===== config.mk =====
export PLATFORM = sky130hd
export DESIGN_NAME = ex_muldiv_flat
export DESIGN_NICKNAME = d
export VERILOG_FILES = /design/src/rtl/ex_muldiv_pkg.sv /design/src/rtl/ex_muldiv_if.sv /design/src/rtl/ex_muldiv_div_core.sv /design/src/rtl/ex_muldiv.sv /design/src/flat_wrapper.sv
export SDC_FILE = /design/constraint.sdc
export NUM_CORES = 2
export LEC_CHECK = 0
export ABC_AREA = 1
export CORE_UTILIZATION = 65
export CTS_CLUSTER_DIAMETER = 120
export DETAILED_ROUTE_END_ITERATION = 16
export DONT_BUFFER_PORTS = 1
export PLACE_DENSITY = 0.82
export SYNTH_ARGS = -nofsm -noshare
export SYNTH_HDL_FRONTEND = slang
export SYNTH_SLANG_ARGS = --single-unit

===== constraint.sdc =====
create_clock -name clk -period 10.83 [get_ports clk]
set_clock_uncertainty 0.15 [all_clocks]
set_input_delay 0.5415 -clock clk [delete_from_list [all_inputs] [get_ports clk]]
set_output_delay 0.5415 -clock clk [all_outputs]
set_load 0.02 [all_outputs]

===== src/rtl/ex_muldiv_pkg.sv =====
// Shared decode constants, MDU state encoding and small arithmetic helpers for ex_muldiv.
package ex_muldiv_pkg;

    localparam logic [5:0] OPC_SPECIAL = 6'h00;

    localparam logic [5:0] FUNC_MFHI  = 6'h10;
    localparam logic [5:0] FUNC_MTHI  = 6'h11;
    localparam logic [5:0] FUNC_MFLO  = 6'h12;
    localparam logic [5:0] FUNC_MTLO  = 6'h13;
    localparam logic [5:0] FUNC_MULT  = 6'h18;
    localparam logic [5:0] FUNC_MULTU = 6'h19;
    localparam logic [5:0] FUNC_DIV   = 6'h1A;
    localparam logic [5:0] FUNC_DIVU  = 6'h1B;

    typedef enum logic [1:0] {
        MDU_IDLE = 2'd0,
        MDU_BUSY = 2'd1,
        MDU_DONE = 2'd2
    } mdu_state_e;

    typedef struct packed {
        logic is_md;      // MULT/MULTU/DIV/DIVU
        logic is_div;
        logic is_signed;
        logic mthi;
        logic mtlo;
        logic mfhi;
        logic mflo;
    } md_dec_t;

    function automatic md_dec_t md_decode(input logic [5:0] opcode, input logic [5:0] func);
        md_dec_t d;
        d = '0;
        if (opcode == OPC_SPECIAL) begin
            case (func)
                FUNC_MFHI:  d.mfhi = 1'b1;
                FUNC_MTHI:  d.mthi = 1'b1;
                FUNC_MFLO:  d.mflo = 1'b1;
                FUNC_MTLO:  d.mtlo = 1'b1;
                FUNC_MULT:  begin d.is_md = 1'b1; d.is_signed = 1'b1; end
                FUNC_MULTU: d.is_md = 1'b1;
                FUNC_DIV:   begin d.is_md = 1'b1; d.is_div = 1'b1; d.is_signed = 1'b1; end
                FUNC_DIVU:  begin d.is_md = 1'b1; d.is_div = 1'b1; end
                default:    d = '0;
            endcase
        end
        return d;
    endfunction

    function automatic logic [31:0] cneg32(input logic [31:0] v, input logic neg);
        return neg ? (~v + 32'd1) : v;
    endfunction

    function automatic logic [63:0] cneg64(input logic [63:0] v, input logic neg);
        return neg ? (~v + 64'd1) : v;
    endfunction

endpackage


===== src/rtl/ex_muldiv_if.sv =====
// EX-stage bundle between the pipeline (master) and the multiply/divide unit (slave).
interface ex_muldiv_if;
    logic        flush;
    logic [5:0]  ex_opcode;
    logic [5:0]  ex_func;
    logic [31:0] op_a;
    logic [31:0] op_b;
    logic        stall_req;
    logic [31:0] hilo_rdata;
    logic [31:0] hi_o;
    logic [31:0] lo_o;

    modport master (
        output flush, ex_opcode, ex_func, op_a, op_b,
        input  stall_req, hilo_rdata, hi_o, lo_o
    );

    modport slave (
        input  flush, ex_opcode, ex_func, op_a, op_b,
        output stall_req, hilo_rdata, hi_o, lo_o
    );
endinterface


===== src/rtl/ex_muldiv_div_core.sv =====
// Restoring divider datapath on unsigned magnitudes; one quotient bit per step, sequenced by ex_muldiv.
module div_core #(
    parameter int W = 32
) (
    input  logic         clk,
    input  logic         load_i,
    input  logic         step_i,
    input  logic [W-1:0] dividend_i,
    input  logic [W-1:0] divisor_i,
    output logic [W-1:0] quo_next_o,
    output logic [W-1:0] rem_next_o
);

    logic [W-1:0] rem_q;
    logic [W-1:0] quo_q;
    logic [W-1:0] dvs_q;
    logic [W:0]   shifted;
    logic [W-1:0] diff;
    logic         fits;

    // A set carry-out bit means the trial value already exceeds any W-bit divisor,
    // and the wrapped W-bit difference is then still exact.
    assign shifted    = {rem_q, quo_q[W-1]};
    assign diff       = shifted[W-1:0] - dvs_q;
    assign fits       = shifted[W] | (shifted[W-1:0] >= dvs_q);
    assign rem_next_o = fits ? diff : shifted[W-1:0];
    assign quo_next_o = {quo_q[W-2:0], fits};

    // NOTE: datapath registers carry no reset; they are always loaded on start before being read.
    always_ff @(posedge clk) begin
        if (load_i) begin
            rem_q <= '0;
            quo_q <= dividend_i;
            dvs_q <= divisor_i;
        end else if (step_i) begin
            rem_q <= rem_next_o;
            quo_q <= quo_next_o;
        end
    end

endmodule


===== src/rtl/ex_muldiv.sv =====
// EX-stage multiply/divide unit with HI/LO. Define MULDIV_MULTICYCLE_MULT_EN to run MULT/MULTU
// through the iterative FSM path instead of the single-cycle combinational multiplier.
module ex_muldiv
    import ex_muldiv_pkg::*;
#(
    parameter int ITERS = 32,
    parameter int CNT_W = 6
) (
    input  logic        clk,
    input  logic        rst,
    ex_muldiv_if.slave  bus
);

    md_dec_t          dec;
    mdu_state_e       state_q, state_d;
    logic [CNT_W-1:0] cnt_q, cnt_d;
    logic [31:0]      hi_q, hi_d;
    logic [31:0]      lo_q, lo_d;

    logic        sign_a_q, sign_b_q, b_zero_q;
    logic [31:0] a_raw_q;

    logic        sign_a, sign_b;
    logic [31:0] mag_a, mag_b;
    logic        start, fsm_start, mult_now, fsm_is_div, last_iter, stall;
    logic [31:0] quo_next, rem_next, div_lo, div_hi;
    logic [63:0] mult_prod;

    assign dec    = md_decode(bus.ex_opcode, bus.ex_func);
    assign sign_a = dec.is_signed & bus.op_a[31];
    assign sign_b = dec.is_signed & bus.op_b[31];
    assign mag_a  = cneg32(bus.op_a, sign_a);
    assign mag_b  = cneg32(bus.op_b, sign_b);
    assign start  = dec.is_md && (state_q == MDU_IDLE) && !bus.flush;

`ifdef MULDIV_MULTICYCLE_MULT_EN
    logic        is_div_q;
    logic [63:0] p_q;
    logic [31:0] mcand_q;
    logic [32:0] p_sum;

    assign fsm_start  = start;
    assign mult_now   = 1'b0;
    assign fsm_is_div = is_div_q;

    // Shift-add: add the multiplicand into the upper half when the current LSB is set, then shift right.
    assign p_sum     = {1'b0, p_q[63:32]} + (p_q[0] ? {1'b0, mcand_q} : 33'd0);
    assign mult_prod = cneg64({p_sum, p_q[31:1]}, sign_a_q ^ sign_b_q);

    always_ff @(posedge clk) begin
        if (fsm_start) begin
            is_div_q <= dec.is_div;
            p_q      <= {32'd0, mag_b};
            mcand_q  <= mag_a;
        end else if (state_q == MDU_BUSY) begin
            p_q <= {p_sum, p_q[31:1]};
        end
    end
`else
    assign fsm_start  = start & dec.is_div;
    assign mult_now   = start & ~dec.is_div;
    assign fsm_is_div = 1'b1;
    assign mult_prod  = cneg64({32'd0, mag_a} * {32'd0, mag_b}, sign_a ^ sign_b);
`endif

    always_ff @(posedge clk) begin
        if (fsm_start) begin
            sign_a_q <= sign_a;
            sign_b_q <= sign_b;
            a_raw_q  <= bus.op_a;
            b_zero_q <= (bus.op_b == 32'd0);
        end
    end

    div_core #(
        .W (32)
    ) u_div_core (
        .clk        (clk),
        .load_i     (fsm_start),
        .step_i     (state_q == MDU_BUSY),
        .dividend_i (mag_a),
        .divisor_i  (mag_b),
        .quo_next_o (quo_next),
        .rem_next_o (rem_next)
    );

    // Quotient takes the XOR of the signs, remainder follows the dividend; x/0 bypasses the fix-up.
    assign div_lo    = b_zero_q ? 32'hFFFF_FFFF : cneg32(quo_next, sign_a_q ^ sign_b_q);
    assign div_hi    = b_zero_q ? a_raw_q       : cneg32(rem_next, sign_a_q);
    assign last_iter = (cnt_q == CNT_W'(ITERS - 1));

    always_ff @(posedge clk) begin
        if (!rst) begin
            state_q <= MDU_IDLE;
            cnt_q   <= '0;
            hi_q    <= '0;
            lo_q    <= '0;
        end else begin
            state_q <= state_d;
            cnt_q   <= cnt_d;
            hi_q    <= hi_d;
            lo_q    <= lo_d;
        end
    end

    // NOTE: every _d and stall gets a default first so no latch is inferred.
    always_comb begin
        state_d = state_q;
        cnt_d   = cnt_q;
        hi_d    = hi_q;
        lo_d    = lo_q;
        stall   = 1'b0;
        case (state_q)
            MDU_IDLE: begin
                if (fsm_start) begin
                    state_d = MDU_BUSY;
                    cnt_d   = '0;
                    stall   = 1'b1;
                end else if (mult_now) begin
                    hi_d = mult_prod[63:32];
                    lo_d = mult_prod[31:0];
                end else if (!bus.flush) begin
                    if (dec.mthi) hi_d = bus.op_a;
                    if (dec.mtlo) lo_d = bus.op_a;
                end
            end
            MDU_BUSY: begin
                if (bus.flush) begin
                    state_d = MDU_IDLE;
                    cnt_d   = '0;
                end else begin
                    stall = 1'b1;
                    cnt_d = cnt_q + CNT_W'(1);
                    if (last_iter) begin
                        state_d = MDU_DONE;
                        if (fsm_is_div) begin
                            hi_d = div_hi;
                            lo_d = div_lo;
                        end else begin
                            hi_d = mult_prod[63:32];
                            lo_d = mult_prod[31:0];
                        end
                    end
                end
            end
            MDU_DONE: state_d = MDU_IDLE;
            default:  state_d = MDU_IDLE;
        endcase
    end

    assign bus.stall_req  = rst & stall;
    assign bus.hilo_rdata = !rst     ? 32'd0 :
                            dec.mfhi ? hi_q  :
                            dec.mflo ? lo_q  : 32'd0;
    assign bus.hi_o       = hi_q;
    assign bus.lo_o       = lo_q;

endmodule


===== src/flat_wrapper.sv =====
// flat-port wrapper written by rule: the top's interface ports become plain ports
module ex_muldiv_flat import ex_muldiv_pkg::*;
#(
    parameter int ITERS = 32,
    parameter int CNT_W = 6
)
  (clk, rst, bus_flush, bus_ex_opcode, bus_ex_func, bus_op_a, bus_op_b, bus_stall_req, bus_hilo_rdata, bus_hi_o, bus_lo_o);
  ex_muldiv_if bus_i ();
  input  logic clk;
  input  logic rst;
  input wire logic [$bits(bus_i.flush)-1:0] bus_flush;
  input wire logic [$bits(bus_i.ex_opcode)-1:0] bus_ex_opcode;
  input wire logic [$bits(bus_i.ex_func)-1:0] bus_ex_func;
  input wire logic [$bits(bus_i.op_a)-1:0] bus_op_a;
  input wire logic [$bits(bus_i.op_b)-1:0] bus_op_b;
  output wire logic [$bits(bus_i.stall_req)-1:0] bus_stall_req;
  output wire logic [$bits(bus_i.hilo_rdata)-1:0] bus_hilo_rdata;
  output wire logic [$bits(bus_i.hi_o)-1:0] bus_hi_o;
  output wire logic [$bits(bus_i.lo_o)-1:0] bus_lo_o;
  assign bus_i.flush = bus_flush;
  assign bus_i.ex_opcode = bus_ex_opcode;
  assign bus_i.ex_func = bus_ex_func;
  assign bus_i.op_a = bus_op_a;
  assign bus_i.op_b = bus_op_b;
  assign bus_stall_req = bus_i.stall_req;
  assign bus_hilo_rdata = bus_i.hilo_rdata;
  assign bus_hi_o = bus_i.hi_o;
  assign bus_lo_o = bus_i.lo_o;
  ex_muldiv #(.ITERS(ITERS), .CNT_W(CNT_W)) u_core (.clk(clk), .rst(rst), .bus(bus_i));
endmodule

# Word-level counts from Yosys, hierarchy flattened

Index checks and enable logic that the tools add are counted.

Register bits: 203
Input port bits: 79
Output and inout port bits: 97
Logic and storage cells: 112

Add/sub/neg operators: 7
Multipliers: 1
Order comparisons: 1
Equal/unequal tests: 18
Mux-type cells: 45
Bitwise logic cells: 14
Reduce and logical (&&, ||, !) cells: 15

Operators by type and width:

| kind                                                                  | count |
|---|---|
| 32-bit two-way mux                                                    | 24 |
| 32-bit by 1-bit adder with 32-bit output, second input constant       | 4 |
| 32-bit inverter                                                       | 4 |
| 32-bit case mux with 2 select lines                                   | 2 |
| 64-bit by 1-bit adder with 64-bit output, second input constant       | 1 |
| 32-bit by 32-bit multiplier with 64-bit output                        | 1 |
| 64-bit two-way mux                                                    | 1 |
| 64-bit inverter                                                       | 1 |
| 6-bit by 5-bit equality test with 1-bit output, second input constant | 9 |
| 32-bit >= comparator                                                  | 1 |
| 32-bit logical NOT                                                    | 1 |
| 32-bit subtractor                                                     | 1 |
| 6-bit two-way mux                                                     | 2 |
| 6-bit case mux with 2 select lines                                    | 1 |
| 6-bit AND reduction                                                   | 2 |
| 1-bit two-way mux                                                     | 9 |
| 7-bit two-way mux                                                     | 1 |
| 6-bit by 1-bit adder with 6-bit output, second input constant         | 1 |
| 6-bit logical NOT                                                     | 1 |
| 2-bit two-way mux                                                     | 3 |
| 3-bit by 1-bit != test with 1-bit output, second input constant       | 2 |
| 3-bit by 2-bit != test with 1-bit output, second input constant       | 2 |
| 1-bit bitwise AND                                                     | 5 |
| 2-bit by 1-bit != test with 1-bit output, second input constant       | 2 |
| 14 further kinds                                                      | 20 |

# Logic depth before layout (Yosys ltp)

Depth after elaboration: 13
Depth in mapped cells: 59
Mapped depth without buffers: 57

# Cells and area by module

Synthesis repeated with hierarchy kept, for this count alone.

Cell total of the unflattened synthesis: 7429
Area total of the unflattened synthesis: 52515.4 um^2

Modules (own cells, without submodules):

| module    | instances | cells an instance | area an instance (um^2) | sequential area each (um^2) |
|---|---|---|---|---|
| ex_muldiv | 1         | 6432              | 45687.6                 | 2492.4 |
| div_core  | 1         | 997               | 6827.8                  | 2562.5 |

# Worst setup path after synthesis

OpenSTA, ideal clock, no wires.

Path type: in2reg
From: input bus_op_a[0]
To: register u_core.hi_q[13], in the netlist u_core.bus.hi_o[13]
Library setup time: 0.119 ns
Arrival: 8.939 ns
Required time: 10.561 ns
Slack: 1.622 ns
Stages: 45
Path buffers: 3
Cell sequence: buf_6 inv_4 clkbuf_1 ha_1 inv_1 nor2_1 nand2_1 nor2_1 nand4_1 o41ai_1 xor2_1 inv_1 clkbuf_1 nor2_1 fa_1 inv_1 fa_1 fa_1 (+9 left out) nand2_1 nor2_1 nand2_1 nor2_1 nand2_1 nand3_1 nand2_1 nand2_1 nand2_1 nor2_1 nand3_1 nor2_2 a21oi_1 or2_0 nand3_1 nand2_1 nand2_1 a21oi_1

Word-level cells in the longest chain between the ends: 10

Ends and longest elaborated chain:

| item                                               | line                | RTL |
|---|---|---|
| start, declared                                    | flat_wrapper.sv:14  | `input wire logic [$bits(bus_i.op_a)-1:0] bus_op_a;` |
| 32-bit inverter                                    | ex_muldiv_pkg.sv:51 | `return neg ? (~v + 32'd1) : v;` |
| 32-bit by 1-bit adder with 32-bit output           | ex_muldiv_pkg.sv:51 |  |
| 32-bit two-way mux (*)                             | ex_muldiv_pkg.sv:51 |  |
| 32-bit by 32-bit multiplier with 64-bit output (*) | ex_muldiv.sv:63     | `assign mult_prod = cneg64({32'd0, mag_a} * {32'd0, mag_b}, sign_a ^ sign_b);` |
| 64-bit inverter                                    | ex_muldiv_pkg.sv:55 | `return neg ? (~v + 64'd1) : v;` |
| 64-bit by 1-bit adder with 64-bit output           | ex_muldiv_pkg.sv:55 |  |
| 64-bit two-way mux (*)                             | ex_muldiv_pkg.sv:55 |  |
| 32-bit two-way mux (*)                             | ex_muldiv.sv:119    | `end else if (mult_now) begin` |
| 32-bit two-way mux (*)                             | ex_muldiv.sv:115    | `if (fsm_start) begin` |
| 32-bit case mux with 2 select lines (*)            | ex_muldiv.sv:113    | `case (state_q)` |
| end signal, assigned                               | ex_muldiv.sv:101    | `hi_q <= hi_d;` |
| end, declared                                      | ex_muldiv.sv:17     | `logic [31:0] hi_q, hi_d;` |

Mark *: on every way between the ends. The rest lies on a longest branch, timed or not. The select of a mux whose other input is x is not followed.
A chain may end at the register's enable or synchronous reset.

# Worst setup path in the final report

From: input bus_ex_opcode[5]
To: register u_core.hi_q[13], in the netlist u_core.bus.hi_o[13]

Word-level cells in the longest chain between the ends: 11
Elaborated cells on any way between the ends: 23
Those cells by class: add/sub: 1; mul: 1; eq/ne: 3; mux: 7; bitwise: 7; reduce/logical: 4

Ends and longest elaborated chain:

| item                                           | line                             | RTL |
|---|---|---|
| start, declared                                | flat_wrapper.sv:12               | `input wire logic [$bits(bus_i.ex_opcode)-1:0] bus_ex_opcode;` |
| 6-bit logical NOT (*)                          | ex_muldiv_pkg.sv:34              | `if (opcode == OPC_SPECIAL) begin` |
| 7-bit two-way mux (*)                          | ex_muldiv_pkg.sv:34              |  |
| 1-bit bitwise AND, on equally long branches    | ex_muldiv.sv:30, ex_muldiv.sv:31 |  |
| 32-bit two-way mux                             | ex_muldiv_pkg.sv:51              |  |
| 32-bit by 32-bit multiplier with 64-bit output | ex_muldiv.sv:63                  |  |
| 64-bit inverter                                | ex_muldiv_pkg.sv:55              |  |
| 64-bit by 1-bit adder with 64-bit output       | ex_muldiv_pkg.sv:55              |  |
| 64-bit two-way mux                             | ex_muldiv_pkg.sv:55              |  |
| 32-bit two-way mux                             | ex_muldiv.sv:119                 |  |
| 32-bit two-way mux                             | ex_muldiv.sv:115                 |  |
| 32-bit case mux with 2 select lines            | ex_muldiv.sv:113                 |  |

Marked as above.

==> results.md <==
- Setup_tns: 0 ns
- Non-Filler Instances: 8,630
- Clock Sink Count: 203
- Max Slew Vio Count: 0
- Reg2reg path depth: 26
- Num CTS Buffers: 24
- Routed vias: approximately 53,000
- Synth Cell Area: 0.0521 mm2
- I/O Pins: 176
- Buffers on Ports: 0
- Worst R2R Start: u_core.u_div_core.quo_q[31]
- Via/cell ratio: 6.19
- Final instance area: between 0.05 and 0.06 mm2
- Vias in the first global route: 52,500
- Share of cells above drive strength 1: 6.78%
- DRT iter0 DRCs: ~7,300
- Total track usage: 54.8%
- Most numerous cell in the Yosys netlist: nand2_1
- Routability cong.: 1.12
- Largest fanout on the critical path: 9
- RSZ-0062 raised after global routing: false
- Core Region: 0.0791 mm2
- Synth Register Bits: 203
- 1st-pass router iterations: 9
- Fin crit share: 96.5%
- Worst path most repeated cell: nand2_1
- Final Hold Vio Count: 0
- Crit path largest cell delay: roughly 0.67 ns
- # fillers: 6,400
- Final setup fails: 0
- Unique cell type count in the Yosys netlist: slightly above 60
- Register area share after synthesis: 9.70%
- Crit path time final: 10.45 ns
- Clock Latency Late Sink: 0.57 ns
- Wire per inst: 25.7 um
- Clock Tree Root: clkbuf_16
- Syn_nets: 8,685
- Crit Path Category: in2reg
- Worst r2r dst: u_core.bus.lo_o[28]
- Slew @ Worst Pin: about 1.3 ns
- Number of synthesized flops with an enable pin: 99
- Outcome: complete, no violations
- H-tree depth: 1
- Clock buffer depth: 3
- Max_slew headroom: 13.1%
- Net count, final: 8,820
- Hold_sp: rst
- # DRC: 0
- Total congestion overflow: 0
- Synth area leader: fa_1
- Die width: 285 um
- Post-synth top area share: 34.5%
- Initial Utilization: 65.9%
- Drt total wl: approximately 220,000 um
- Crit path launch type: input port
- Worst Path Arrival: roughly 11 ns
- Area of the multi-input gates: 0.0403 mm2
- Mapped Cells: between 7,000 and 8,000
- Max stage delay cell, worst path: fa_1
- Number of cell rows: 103
- HP Class: in2reg
- CTS tree: yes
- Placed inst area: 0.0553 mm2
- Top cells by area, synth: fa_1, nand2_1, inv_1
- Worst reg2reg setup slack: 4.56 ns
- Synth warnings: 0
- Mean Syn Cell Area: 7.03 um2
- Largest net degree at the start of global routing: 60
- Final hold slack: ~0.0077 ns
- Die Height: between 200 and 300 um
- Final ANT Viol Nets: 0
- DPL Wire Length: ~180,000 um
- Clk pin slew, worst setup/hold paths: roughly 0.060 ns
- Area Growth Syn to Fin: 8.44%
- Placed insts: 8,531
- Ys flop type: dfxtp_1
- DIE AREA: 0.0813 mm2
- Max cap viols: 0
- Synth cell count leaders: nand2_1, inv_1, nor2_1
- Hold EP: u_core.bus.hi_o[2]
- Hold Path Depth: 2
- Initial antenna violation count: 23
- Crit. End Element: register
- Worst EP required: 11.10 ns
- Share of synthesized registers carrying an async set or reset: 0%
- Peak Freq: between 90 and 100 MHz
- First-pass GRT wire length: 326,000 um
- Register area: 0.00505 mm2
[registers in the layout, summed over array words and instances (netlist names), 2 cells and up]
name	cells
u_core.a_raw_q	32
u_core.cnt_q	6
u_core.bus.hi_o	32
u_core.bus.lo_o	32
u_core.u_div_core.quo_q	32
u_core.u_div_core.rem_q	32
u_core.state_q	2
u_core.u_div_core.dvs_q	32
[cell families after synthesis]
logic type	after synthesis	synth area share, %
AND/OR/NAND/NOR	3530	27.6
buffers and inverters	1837	13.5
adder cells (fa/ha/maj)	1198	41.7
AO/OA/AOI/OAI	521	5.53
flip-flops	203	9.70
XOR/XNOR	119	2.04
[how the worst max path moves through the flow]
stage	from	end	slack, ns
6_report	bus_ex_opcode[5]	u_core.bus.hi_o[13]	0.38
5_1_grt	bus_op_b[0]	u_core.bus.hi_o[18]	0.006
4_1_cts	bus_op_a[3]	u_core.bus.hi_o[13]	0.60
3_5_place_dp	bus_op_a[3]	u_core.bus.hi_o[13]	0.11
3_3_place_gp	bus_op_a[3]	u_core.bus.hi_o[13]	0.28
2_1_floorplan	bus_op_a[0]	u_core.bus.hi_o[13]	1.62
[layout make-up]
cell class / instances / share of cell area [%]
flip-flops and latches: 203 / 8.95
multi-input cells: 5368 / 71.3
well taps: 1050 / 2.32
inverters: 1573 / 10.5
clock buffers: 34 / 1.26
repair buffers: 373 / 5.44
clock inverters: 10 / 0.182
diodes: 19 / 0.0841
[through the flow]
step                util [%]  worst slack [ns]
CTS                     71.3             0.600
finish                  71.4             0.377
global placement        69.8             0.279
floorplan                  -              1.62
detailed placement      69.8             0.112
global route            71.4           0.00551
[critical path, delay by kind of cell]
family | cells | cell delay [ns]
compound gates | 2 | 0.14
simple gates | 23 | 3.83
buf+inv | 10 | 1.65
fa+ha+maj | 9 | 4.29
xor+xnor | 1 | 0.25
[metal layers]
layer | track usage, % | wire length [um] | part of all wire (%)
met2 | 76.8 | 89400 | 40
met3 | 23.7 | 36900 | 17
met5 | 0.349 | 115 | 0.052
met1 | 65.9 | 72900 | 33
met4 | 43.0 | 22500 | 10
[timing repair]
item | CTS | global route
setup buffers | 0 | 2
setup endpoints to repair | 0 | 3
resized for setup | 0 | 4
hold endpoints to repair | 35 | 0
hold buffers | 34 | 0
[cells in the final DEF (no fill, tap or decap), drive strengths merged, types with 8 or more instances in the layout]
master,n
diode,19
dfxtp,104
nand2,1945
o21bai,10
edfxtp,99
o22ai,25
xnor2,28
clkinv,22
or2,11
nand3,329
inv,1558
nor4,17
ha,301
xor2,91
buf,339
o211ai,25
a31oi,8
dlygate4sd3,34
nand3b,27
nor3,125
a21oi,210
nand4,56
clkbuf,34
nor2,1014
o21ai,214
fa,897
Power is not shown: default switching activity piles up to over one toggle a cycle in this logic, so the estimate is an artifact.
